<file path="src/rtl/game_input_ctrl.sv">
// Game input controller: synchronizes and debounces four raw buttons, turns the
// new-game button into a single request pulse, and generates a frame strobe with
// frame and overrun bookkeeping against the gameplay engine's acknowledge.
module game_input_ctrl #(
    parameter int unsigned FRAME_CYCLES    = 1666667,
    parameter int unsigned DEBOUNCE_CYCLES = 1000000
) (
    input  logic        clk_in,
    input  logic        rst_in_n,
    input  logic        btn_new_game,
    input  logic        btn_hit,
    input  logic        btn_left,
    input  logic        btn_right,
    input  logic        out_ready,
    output logic        new_game,
    output logic        charging_hit,
    output logic        camera_pan_left,
    output logic        camera_pan_right,
    output logic        new_frame,
    output logic [15:0] frame_count,
    output logic [7:0]  overrun_count
);

    localparam int unsigned DB_W = (DEBOUNCE_CYCLES > 1) ? $clog2(DEBOUNCE_CYCLES) : 1;
    localparam int unsigned FR_W = (FRAME_CYCLES > 1) ? $clog2(FRAME_CYCLES) : 1;
    localparam logic [DB_W-1:0] DB_MAX = DB_W'(DEBOUNCE_CYCLES - 1);
    localparam logic [FR_W-1:0] FR_MAX = FR_W'(FRAME_CYCLES - 1);

    // Button lane indices
    localparam int unsigned BTN_NG    = 0;
    localparam int unsigned BTN_HIT   = 1;
    localparam int unsigned BTN_LEFT  = 2;
    localparam int unsigned BTN_RIGHT = 3;

    logic [3:0]            btn_raw;
    logic [3:0]            sync1_q, sync2_q;
    logic [3:0][DB_W-1:0]  db_cnt_q, db_cnt_d;
    logic [3:0]            acc_q, acc_d;
    logic                  ng_prev_q;

    logic [FR_W-1:0]       frame_cnt_q, frame_cnt_d;
    logic                  pending_q, pending_d;
    logic [15:0]           frame_count_q, frame_count_d;
    logic [7:0]            overrun_q, overrun_d;

    logic                  new_game_q, new_game_d;
    logic                  new_frame_q, new_frame_d;
    logic                  charging_hit_q, charging_hit_d;
    logic                  pan_left_q, pan_left_d;
    logic                  pan_right_q, pan_right_d;

    logic                  ng_rise;
    logic                  wrap;

    assign btn_raw = {btn_right, btn_left, btn_hit, btn_new_game};

    // Two-flop synchronizers; nothing downstream looks at the raw pins.
    always_ff @(posedge clk_in or negedge rst_in_n) begin
        if (!rst_in_n) begin
            sync1_q <= '0;
            sync2_q <= '0;
        end else begin
            sync1_q <= btn_raw;
            sync2_q <= sync1_q;
        end
    end

    // Per-button debounce: count while synchronized level disagrees with accepted level.
    always_comb begin
        acc_d    = acc_q;
        db_cnt_d = '0;
        for (int i = 0; i < 4; i++) begin
            if (sync2_q[i] != acc_q[i]) begin
                if (db_cnt_q[i] == DB_MAX) begin
                    acc_d[i] = ~acc_q[i];
                end else begin
                    db_cnt_d[i] = db_cnt_q[i] + DB_W'(1);
                end
            end
        end
    end

    // Debounce state and previous accepted new-game level for edge detection.
    always_ff @(posedge clk_in or negedge rst_in_n) begin
        if (!rst_in_n) begin
            db_cnt_q  <= '0;
            acc_q     <= '0;
            ng_prev_q <= 1'b0;
        end else begin
            db_cnt_q  <= db_cnt_d;
            acc_q     <= acc_d;
            ng_prev_q <= acc_q[BTN_NG];
        end
    end

    assign ng_rise = acc_q[BTN_NG] & ~ng_prev_q;
    assign wrap    = (frame_cnt_q == FR_MAX);

    // Frame timing, frame/overrun bookkeeping and registered output next-state.
    always_comb begin
        new_game_d     = ng_rise;
        new_frame_d    = wrap & ~ng_rise;
        charging_hit_d = acc_q[BTN_HIT];
        // Opposing pan requests cancel each other.
        pan_left_d     = acc_q[BTN_LEFT] & ~acc_q[BTN_RIGHT];
        pan_right_d    = acc_q[BTN_RIGHT] & ~acc_q[BTN_LEFT];

        frame_cnt_d    = wrap ? '0 : frame_cnt_q + FR_W'(1);
        frame_count_d  = wrap ? frame_count_q + 16'd1 : frame_count_q;
        pending_d      = pending_q;
        overrun_d      = overrun_q;

        if (new_frame_q) begin
            // A same-cycle out_ready acknowledges the previous frame, not this one.
            if (pending_q && !out_ready && (overrun_q != 8'hFF)) begin
                overrun_d = overrun_q + 8'd1;
            end
            pending_d = 1'b1;
        end else if (out_ready) begin
            pending_d = 1'b0;
        end

        // A new game restarts the whole frame timeline and wins over a wrap.
        if (ng_rise) begin
            frame_cnt_d   = '0;
            frame_count_d = '0;
            pending_d     = 1'b0;
            overrun_d     = '0;
        end
    end

    // Frame state and all output registers.
    always_ff @(posedge clk_in or negedge rst_in_n) begin
        if (!rst_in_n) begin
            frame_cnt_q    <= '0;
            pending_q      <= 1'b0;
            frame_count_q  <= '0;
            overrun_q      <= '0;
            new_game_q     <= 1'b0;
            new_frame_q    <= 1'b0;
            charging_hit_q <= 1'b0;
            pan_left_q     <= 1'b0;
            pan_right_q    <= 1'b0;
        end else begin
            frame_cnt_q    <= frame_cnt_d;
            pending_q      <= pending_d;
            frame_count_q  <= frame_count_d;
            overrun_q      <= overrun_d;
            new_game_q     <= new_game_d;
            new_frame_q    <= new_frame_d;
            charging_hit_q <= charging_hit_d;
            pan_left_q     <= pan_left_d;
            pan_right_q    <= pan_right_d;
        end
    end

    assign new_game         = new_game_q;
    assign new_frame        = new_frame_q;
    assign charging_hit     = charging_hit_q;
    assign camera_pan_left  = pan_left_q;
    assign camera_pan_right = pan_right_q;
    assign frame_count      = frame_count_q;
    assign overrun_count    = overrun_q;

endmodule

</file>
<file path="config.mk">
export PLATFORM = sky130hd
export DESIGN_NAME = game_input_ctrl
export DESIGN_NICKNAME = d
export VERILOG_FILES = /design/src/rtl/game_input_ctrl.sv
export SDC_FILE = /design/constraint.sdc
export NUM_CORES = 1
export LEC_CHECK = 0
export BUFFER_PORTS_ARGS = -buffer_cell sky130_fd_sc_hd__buf_4
export CAP_MARGIN = 20
export CORE_AREA = 8 8 123 125
export DETAILED_ROUTE_END_ITERATION = 8
export DIE_AREA = 0 0 131 133
export MAX_ROUTING_LAYER = met4
export PLACE_DENSITY_LB_ADDON = 0.12
export SLEW_MARGIN = 20
export SYNTH_ARGS = -nofsm -noshare
export SYNTH_HDL_FRONTEND = slang
export SYNTH_SLANG_ARGS = --single-unit
</file>
<file path="constraint.sdc">
create_clock -name clk_in -period 2.6 [get_ports clk_in]
set_clock_uncertainty 0.05 [all_clocks]
set_input_delay 0.13 -clock clk_in [delete_from_list [all_inputs] [get_ports clk_in]]
set_output_delay 0.13 -clock clk_in [all_outputs]
set_load 0.02 [all_outputs]
</file>
# Word level (Yosys, flattened, before mapping)
# Cells that the tools add are included.
[totals]
register_bits = 144
in_bits = 7
out_inout_bits = 29
elab_cells = 77
[classes]
add_sub_neg = 7
eq_ne = 10
mux = 18
bitwise_logic = 10
n_reduce_logical = 12
[op_table]
columns = ["cell", "count"]
rows = [
  ["20-bit two-way mux", 8],
  ["20-bit by 1-bit adder with 20-bit output (second input constant)", 4],
  ["20-bit == test (second input constant)", 4],
  ["21-bit two-way mux", 2],
  ["16-bit two-way mux", 2],
  ["8-bit two-way mux", 3],
  ["21-bit by 1-bit adder with 21-bit output (second input constant)", 1],
  ["21-bit == test (second input constant)", 1],
  ["16-bit by 1-bit adder with 16-bit output (second input constant)", 1],
  ["2-bit AND reduction", 5],
  ["8-bit by 1-bit adder with 8-bit output (second input constant)", 1],
  ["8-bit inequality test (second input constant)", 1],
  ["1-bit inverter", 6],
  ["2-bit nonzero test", 3],
  ["1-bit bitwise AND", 4],
  ["1-bit inequality test", 4],
  ["1-bit two-way mux", 3],
  ["3-bit nonzero test", 1],
  ["1-bit logical AND", 2],
  ["1-bit logical NOT", 1],
]

# Logic depth before layout (Yosys ltp)
# Gate-level depths: netlist (run 1).
[logic_depth]
depth_word = 6
depth_mapped = 8
mapped_depth_nobuf = 6

# Worst setup path before layout (run 1)
# OpenSTA, ideal clock, no wires.
[synth_timing]
kind = "flip-flop to flip-flop"
from = "register db_cnt_q[40] (netlist bit)"
to = "register db_cnt_q[58] (netlist bit)"
setup_ns = 0.078
t_arrival_ns = 1.916
t_required_ns = 2.472
slack_ns = 0.556
stages_incl_launch_ff = 7
period_less_slack_ns = 2.044
cell_sequence = "dfrtp_1 > ha_1 > nand2_1 > or4_1 > buf_2 > or4_1 > a21oi_1"
[synth_lines]
columns = ["item", "line_no", "text"]
rows = [
  ["start, declared", "37", "logic [3:0][DB_W-1:0] db_cnt_q, db_cnt_d;"],
  ["start signal, assigned", "90", "db_cnt_q <= db_cnt_d;"],
]

# Worst setup path in the final report (run 1)
[layout_timing]
from = "register frame_cnt_q[0]"
to = "register frame_cnt_q[20]"
[layout_via]
elab_chain_cells = 3
elab_cells_between_ends = 4
classes_between = "add/sub (1); eq/ne (1); mux (2)"
[layout_rtl]
columns = ["item", "line_no", "text"]
rows = [
  ["start, declared", "41", "logic [FR_W-1:0] frame_cnt_q, frame_cnt_d;"],
  ["start signal, assigned", "145", "frame_cnt_q <= frame_cnt_d;"],
  ["21-bit by 1-bit adder with 21-bit output or 21-bit == test (tied branches)", "108, 97", ""],
  ["21-bit two-way mux *", "108", "frame_cnt_d = wrap ? '0 : frame_cnt_q + FR_W'(1);"],
  ["21-bit two-way mux *", "124", "if (ng_rise) begin"],
  ["via frame_cnt_d[20]", "41", ""],
]
# The timed path passes the listed nets; every way through them passes the cells marked *.
# A chain may end at the register's enable or synchronous reset.

==> flow_summary.json, run 1 <==
{
  "period_share": 0.862,
  "clock-sinks": 144,
  "setup_ws_ns": 0.358,
  "yosys_register_bits": 144,
  "yosys.area.top_type_share": 0.508,
  "syn_area_sq_um": 7100,
  "htree_levels": 4,
  "critPathArrivalTime_ns": 2.53,
  "drcViolationCount": 0,
  "numPortBuffers": 35,
  "cts_setup_buffers": 0,
  "placed_cells": 912,
  "wl_met2_microns": 7590,
  "place_ws_ns": 0.376,
  "hold_violations": 0,
  "globalplace.congestion": 0.817,
  "power_w": 0.00484,
  "wl_met1_microns": 6500,
  "overflow": 0,
  "cts-root-buf": "clkbuf_16",
  "area_delta_synth_final_pct": 16.0,
  "cp-end-kind": "flop",
  "crit_path_start_kind": "flop",
  "peakVddDrop_mv": 0.474,
  "postCtsHoldBufs": 6,
  "grt_pass1_vias": 5575,
  "dr.pass1.iters": 5,
  "cts_buffers": 17,
  "synthArstFlopShare": 1.00,
  "synth_edf_count": 0,
  "dieArea_sq_um": 17400,
  "yosys-top-cells-area": "dfrtp_1 (51%), xnor2_1 (4.2%), nor2_1 (4.2%)",
  "wire_per_inst_microns": 15.3,
  "netlist_instances": 713,
  "maxCapViolations": 0,
  "synthFlopType": "dfrtp_1",
  "grt_usage": 0.185,
  "path_clk_slew_ns": 0.06,
  "rows": 42,
  "required_ns": 2.89,
  "cts_tree": "built",
  "antenna_found_initial": 0,
  "yosys-top-cells-count": "dfrtp_1 (144), nor2_1 (79), a21oi_1 (50)",
  "worstSkewPairLatency_ns": 0.42,
  "fillerInstances": 1085,
  "p_leak_nw": 3.44,
  "reg2reg_depth": 5,
  "hp-class": "in2async",
  "hpwl_microns": 9980,
  "clockBufferDepth": 2,
  "syn_avg_cell_area_sq_um": 9.95,
  "grt_start_max_net_pins": 67,
  "wl_met3_microns": 404,
  "synth_warnings": 0,
  "post_cts_resized": 0,
  "regArea_sq_um": 3600,
  "fmax_mhz": 446,
  "cp_max_fo": 7,
  "drt-vias-per-instance": 5.77,
  "drv_slew": 0,
  "syn_nets": 728,
  "drtIter0Drc": 376,
  "slew_headroom": 0.589,
  "path_class": "reg2reg",
  "final_layout_size_suffix_gt1_frac": 0.123,
  "status": "completed",
  "ys_seq_area_frac": 0.508,
  "multi_input_area_sq_um": 3310,
  "tns_ns": 0,
  "start_util": 0.542,
  "fin_nets": 776,
  "core_sq_um": 13100,
  "stdcell_count": 949,
  "setup_violations": 0,
  "synth.largest_area_cell": "dfrtp_1",
  "num_vias": 5477,
  "fin_crit_ns": 2.24,
  "synthDistinctLibCells": 54,
  "worstMarginPinSlew_ns": 0.617,
  "antenna_cells": 0,
  "top_layer": "met4",
  "die_width_microns": 131,
  "grt_pass1_wl_microns": 25700,
  "synth_most_common_cell": "dfrtp_1",
  "io-pin-count": 36,
  "grt_setup_unrepaired": "false",
  "antenna_left": 0,
  "die_y_microns": 133,
  "drt_wl_total_microns": 14600,
  "p_per_area_nw_per_um2": 588
}
-- per-layer routing --
| layer | global-route usage | vias to the layer above |
|---|---|---|
| met1 | 0.220 | 2719 |
| met4 | 0.0536 | 0 |
| met2 | 0.306 | 53 |
| li1 | - | 2699 |
| met5 | - | - |
| met3 | 0.0422 | 6 |
-- report_power, final --
group	internal (W)	switching, W
clock	0.00158	0.000859
sequential	0.00226	0.0000211
combinational	0.0000394	0.0000799
-- critical path, stage by stage (launching register included) --
cell     delay, ns
dfrtp_1       0.42
ha_1          0.26
nand4_1       0.19
or4_1         0.57
or4_1         0.52
a21oi_1       0.15
-- sequential cells by signal (all words and copies together), names as in the netlist --
| signal | count |
|---|---|
| new_game | 1 |
| frame_count | 16 |
| acc_q | 4 |
| sync2_q | 4 |
| new_frame | 1 |
| db_cnt_q | 80 |
| sync1_q | 4 |
| frame_cnt_q | 21 |
| pending_q | 1 |
| overrun_count | 8 |
| charging_hit | 1 |
| camera_pan_right | 1 |
| ng_prev_q | 1 |
| camera_pan_left | 1 |
-- cell usage in the layout (no fill, tap or decap), types with 22 or more instances in the layout --
master | Yosys | layout
or3_1 | 22 | 22
buf_4 | 1 | 46
nand3_1 | 47 | 47
o31ai_1 | 27 | 27
xnor2_1 | 34 | 34
nor2_1 | 79 | 79
a21oi_1 | 50 | 50
nand4_1 | 26 | 26
dfrtp_1 | 144 | 144
or4_1 | 36 | 36
nand2_1 | 39 | 39
xor2_1 | 31 | 31
-- cell type report --
type	count	share of cell area
Clock buffer	25	0.0590
Clock inverter	6	0.0128
Inverter	18	0.00821
Multi-Input combinational cell	526	0.403
Sequential cell	144	0.438
Tap cell	176	0.0267
Timing Repair Buffer	54	0.0530
-- path summary, 6_finish.rpt --
kind	to	startpoint	slack (ns)
hold / removal	db_cnt_q[34]$_DFF_PN0_	rst_in_n	0.23
setup / recovery	frame_cnt_q[20]$_DFF_PN0_	frame_cnt_q[0]$_DFF_PN0_	0.36
setup reg to reg	frame_cnt_q[20]$_DFF_PN0_	frame_cnt_q[0]$_DFF_PN0_	0.36
hold reg to reg	sync2_q[3]$_DFF_PN0_	sync1_q[3]$_DFF_PN0_	0.30
max in group asynchronous	frame_cnt_q[16]$_DFF_PN0_	rst_in_n	1.51
min in group clk_in	sync2_q[3]$_DFF_PN0_	sync1_q[3]$_DFF_PN0_	0.30
-- stage by stage --
stage               area [sq um]   util  hold slack [ns]
finish                      8230  0.629            0.231
global route                8230  0.629            0.299
CTS                         8230  0.629            0.267
detailed placement          7580  0.579            0.109
global placement            7580  0.579            0.107
floorplan                   7100      -           -0.216
-- cells by family after synthesis --
kind of cell	after synthesis	synth area share
simple gates	334	0.266
xor+xnor	65	0.0802
fa+ha+maj	8	0.0141
compound gates	112	0.0965
flops	144	0.508
buf+inv	43	0.0250
mux	7	0.0106
Note: power is estimated with default switching activity, not from simulation.
==> run 2: changes to the inputs <==
CELL_PAD_IN_SITES_DETAIL_PLACEMENT = 1   (was not set)
CELL_PAD_IN_SITES_GLOBAL_PLACEMENT = 1   (was not set)
CORE_AREA = 8 8 131 133   (was 8 8 123 125)
DIE_AREA = 0 0 139 141   (was 0 0 131 133)
==> run 2 against run 1 <==
  * First-iteration DRC count is 36% lower
  * Critical path depth is 1 lower
  * Via count is 3.1% higher
  * Die area is 12% higher
  * Cell area is 0.17% higher
  * Core utilization is 7.9 points lower
  * Highest routed layer unchanged
  * Count of clock-buffer cells in the layout is 1 lower
  * Sequential cell count stayed put
  * Worst setup slack worse by 0.13 ns
  * Sequential share of layout area is 0.073 points lower
  * Wire length is 22% higher
  * Register-to-register slack worse by 0.13 ns
==> flow_summary.json, run 2 (synthesis gave the netlist of run 1 again) <==
{
  "globalplace.congestion": 0.793,
  "post_dp_cell_area_sq_um": 7590,
  "cp_top_family": "simple AND/OR/NAND/NOR gates",
  "dieArea_sq_um": 19600,
  "drt-vias-per-instance": 5.89,
  "crit_path_start_kind": "flop",
  "clockBufferDepth": 2,
  "mostFrequentLayoutCells": "dfrtp_1 (144), nor2_1 (79), a21oi_1 (50)",
  "period_share": 0.910,
  "cts_buffers": 17,
  "cp-end-kind": "flop",
  "finish.instance_area_sq_um": 8250,
  "p_per_area_nw_per_um2": 595,
  "wire_per_inst_microns": 18.5,
  "hpwl_microns": 12200,
  "required_ns": 2.88,
  "worstMarginPinSlew_ns": 0.602,
  "area_delta_synth_final_pct": 16.2,
  "overflow": 0,
  "die_width_microns": 139,
  "grt_pass1_wl_microns": 30700,
  "antenna_found_initial": 0,
  "clock-sinks": 144,
  "setup_violations": 0,
  "dr.pass1.iters": 4,
  "drtIter0Drc": 240,
  "p_switching_w": 0.00101,
  "multi_input_area_sq_um": 3310,
  "numPortBuffers": 35,
  "slew_headroom": 0.598,
  "status": "completed",
  "largest_register": "db_cnt_q",
  "final_layout_size_suffix_gt1_frac": 0.123,
  "p_leak_nw": 3.44,
  "cp_slowest_cell": "or4b_4",
  "fin_nets": 775,
  "path_class": "reg2reg",
  "start_util": 0.474,
  "tns_ns": 0,
  "hp-class": "in2async",
  "fin_crit_ns": 2.37,
  "fillerInstances": 1660,
  "rows": 45,
  "drcViolationCount": 0,
  "htree_levels": 4,
  "drt_wl_total_microns": 17800,
  "critPathArrivalTime_ns": 2.65,
  "core_sq_um": 15000,
  "post_cts_resized": 0,
  "io-pin-count": 36,
  "p_seq_frac": 0.466,
  "antenna_cells": 0,
  "switching_share": 0.205,
  "cts_tree": "built",
  "grt_usage": 0.196,
  "grt_pass1_vias": 6162,
  "grt_start_max_net_pins": 62,
  "power.share.combinational": 0.025,
  "hold_violations": 0,
  "fmax_mhz": 422,
  "path_clk_slew_ns": 0.06,
  "cp_max_fo": 23,
  "final_common_cell": "dfrtp_1",
  "cp_cell_sequence": "or4b_4 -> nor4b_2 -> nand4_1 -> mux2i_1",
  "die_y_microns": 141,
  "peakVddDrop_mv": 0.432,
  "regArea_sq_um": 3600,
  "worstSkewPairLatency_ns": 0.42,
  "critPathBufInv": 0,
  "p_int_w": 0.00390,
  "drv_slew": 0,
  "power_frac_clock": 0.509,
  "maxCapViolations": 0,
  "largest_reg_flops": 80,
  "cts-root-buf": "clkbuf_16",
  "cpPeakStageDelay_ns": 0.70,
  "antenna_left": 0,
  "grt_setup_unrepaired": "false",
  "num_vias": 5649
}
## run 2: cell types whose count changed in the layout (fill, tap and decap cells not counted)
cell	before	now
buf_4	46	45
clkbuf_1	5	3
clkbuf_8	3	4
## run 2: final timing paths
path                                                start                     endpoint  slack [ns]  depth (start not counted)
worst max register to register  frame_cnt_q[18]$_DFF_PN0_  frame_count[14]$_DFFE_PN0P_        0.23                          4
max in group asynchronous                        rst_in_n        db_cnt_q[7]$_DFF_PN0_        1.53                          3
min in group clk_in                  sync1_q[3]$_DFF_PN0_         sync2_q[3]$_DFF_PN0_        0.30                          0
worst min register to register       sync1_q[3]$_DFF_PN0_         sync2_q[3]$_DFF_PN0_        0.30                          0
worst max-delay path            frame_cnt_q[18]$_DFF_PN0_  frame_count[14]$_DFFE_PN0P_        0.23                          4
worst min-delay path                             rst_in_n       db_cnt_q[55]$_DFF_PN0_        0.18                          2
## run 2: cell type report
class | count | area share
Sequential cell | 144 | 0.437
Timing Repair Buffer | 53 | 0.0520
Inverter | 18 | 0.00819
Clock buffer | 24 | 0.0596
Tap cell | 188 | 0.0285
Clock inverter | 6 | 0.0127
Multi-Input combinational cell | 526 | 0.402
## run 2: power by group through the flow
stage	registers (W)	logic, W	clock network (W)
6_report	0.00229	0.000125	0.00250
5_1_grt	0.00229	0.000143	0.00263
4_1_cts	0.00229	0.000130	0.00256
3_5_place_dp	0.00233	0.000121	0
3_3_place_gp	0.00232	0.000115	0
2_1_floorplan	0.00232	0.0000442	0
## run 2: per-layer routing
layer,part of all wire,global-route usage,vias up
met5,0,-,-
met4,0.018,0.0739,0
met3,0.033,0.0409,22
met2,0.51,0.337,65
met1,0.43,0.222,2875
li1,-,-,2687
## run 2: repair_timing
item	CTS	global route
endpoints found under the hold margin	59	0
hold buffers	6	0
setup buffers	0	0
## run 2: metrics by stage
| step | worst slack (ns) | util | power, W | hold WS (ns) | instances |
|---|---|---|---|---|---|
| after detailed placement | 0.336 | 0.507 | 0.00245 | 0.0811 | 923 |
| after global placement | 0.436 | 0.507 | 0.00244 | 0.0768 | 923 |
| final | 0.233 | 0.551 | 0.00491 | 0.181 | 959 |
| after CTS | 0.269 | 0.551 | 0.00497 | 0.202 | 959 |
| after floorplan | 0.556 | - | 0.00236 | -0.216 | 713 |
| after global routing | 0.161 | 0.551 | 0.00506 | 0.232 | 959 |
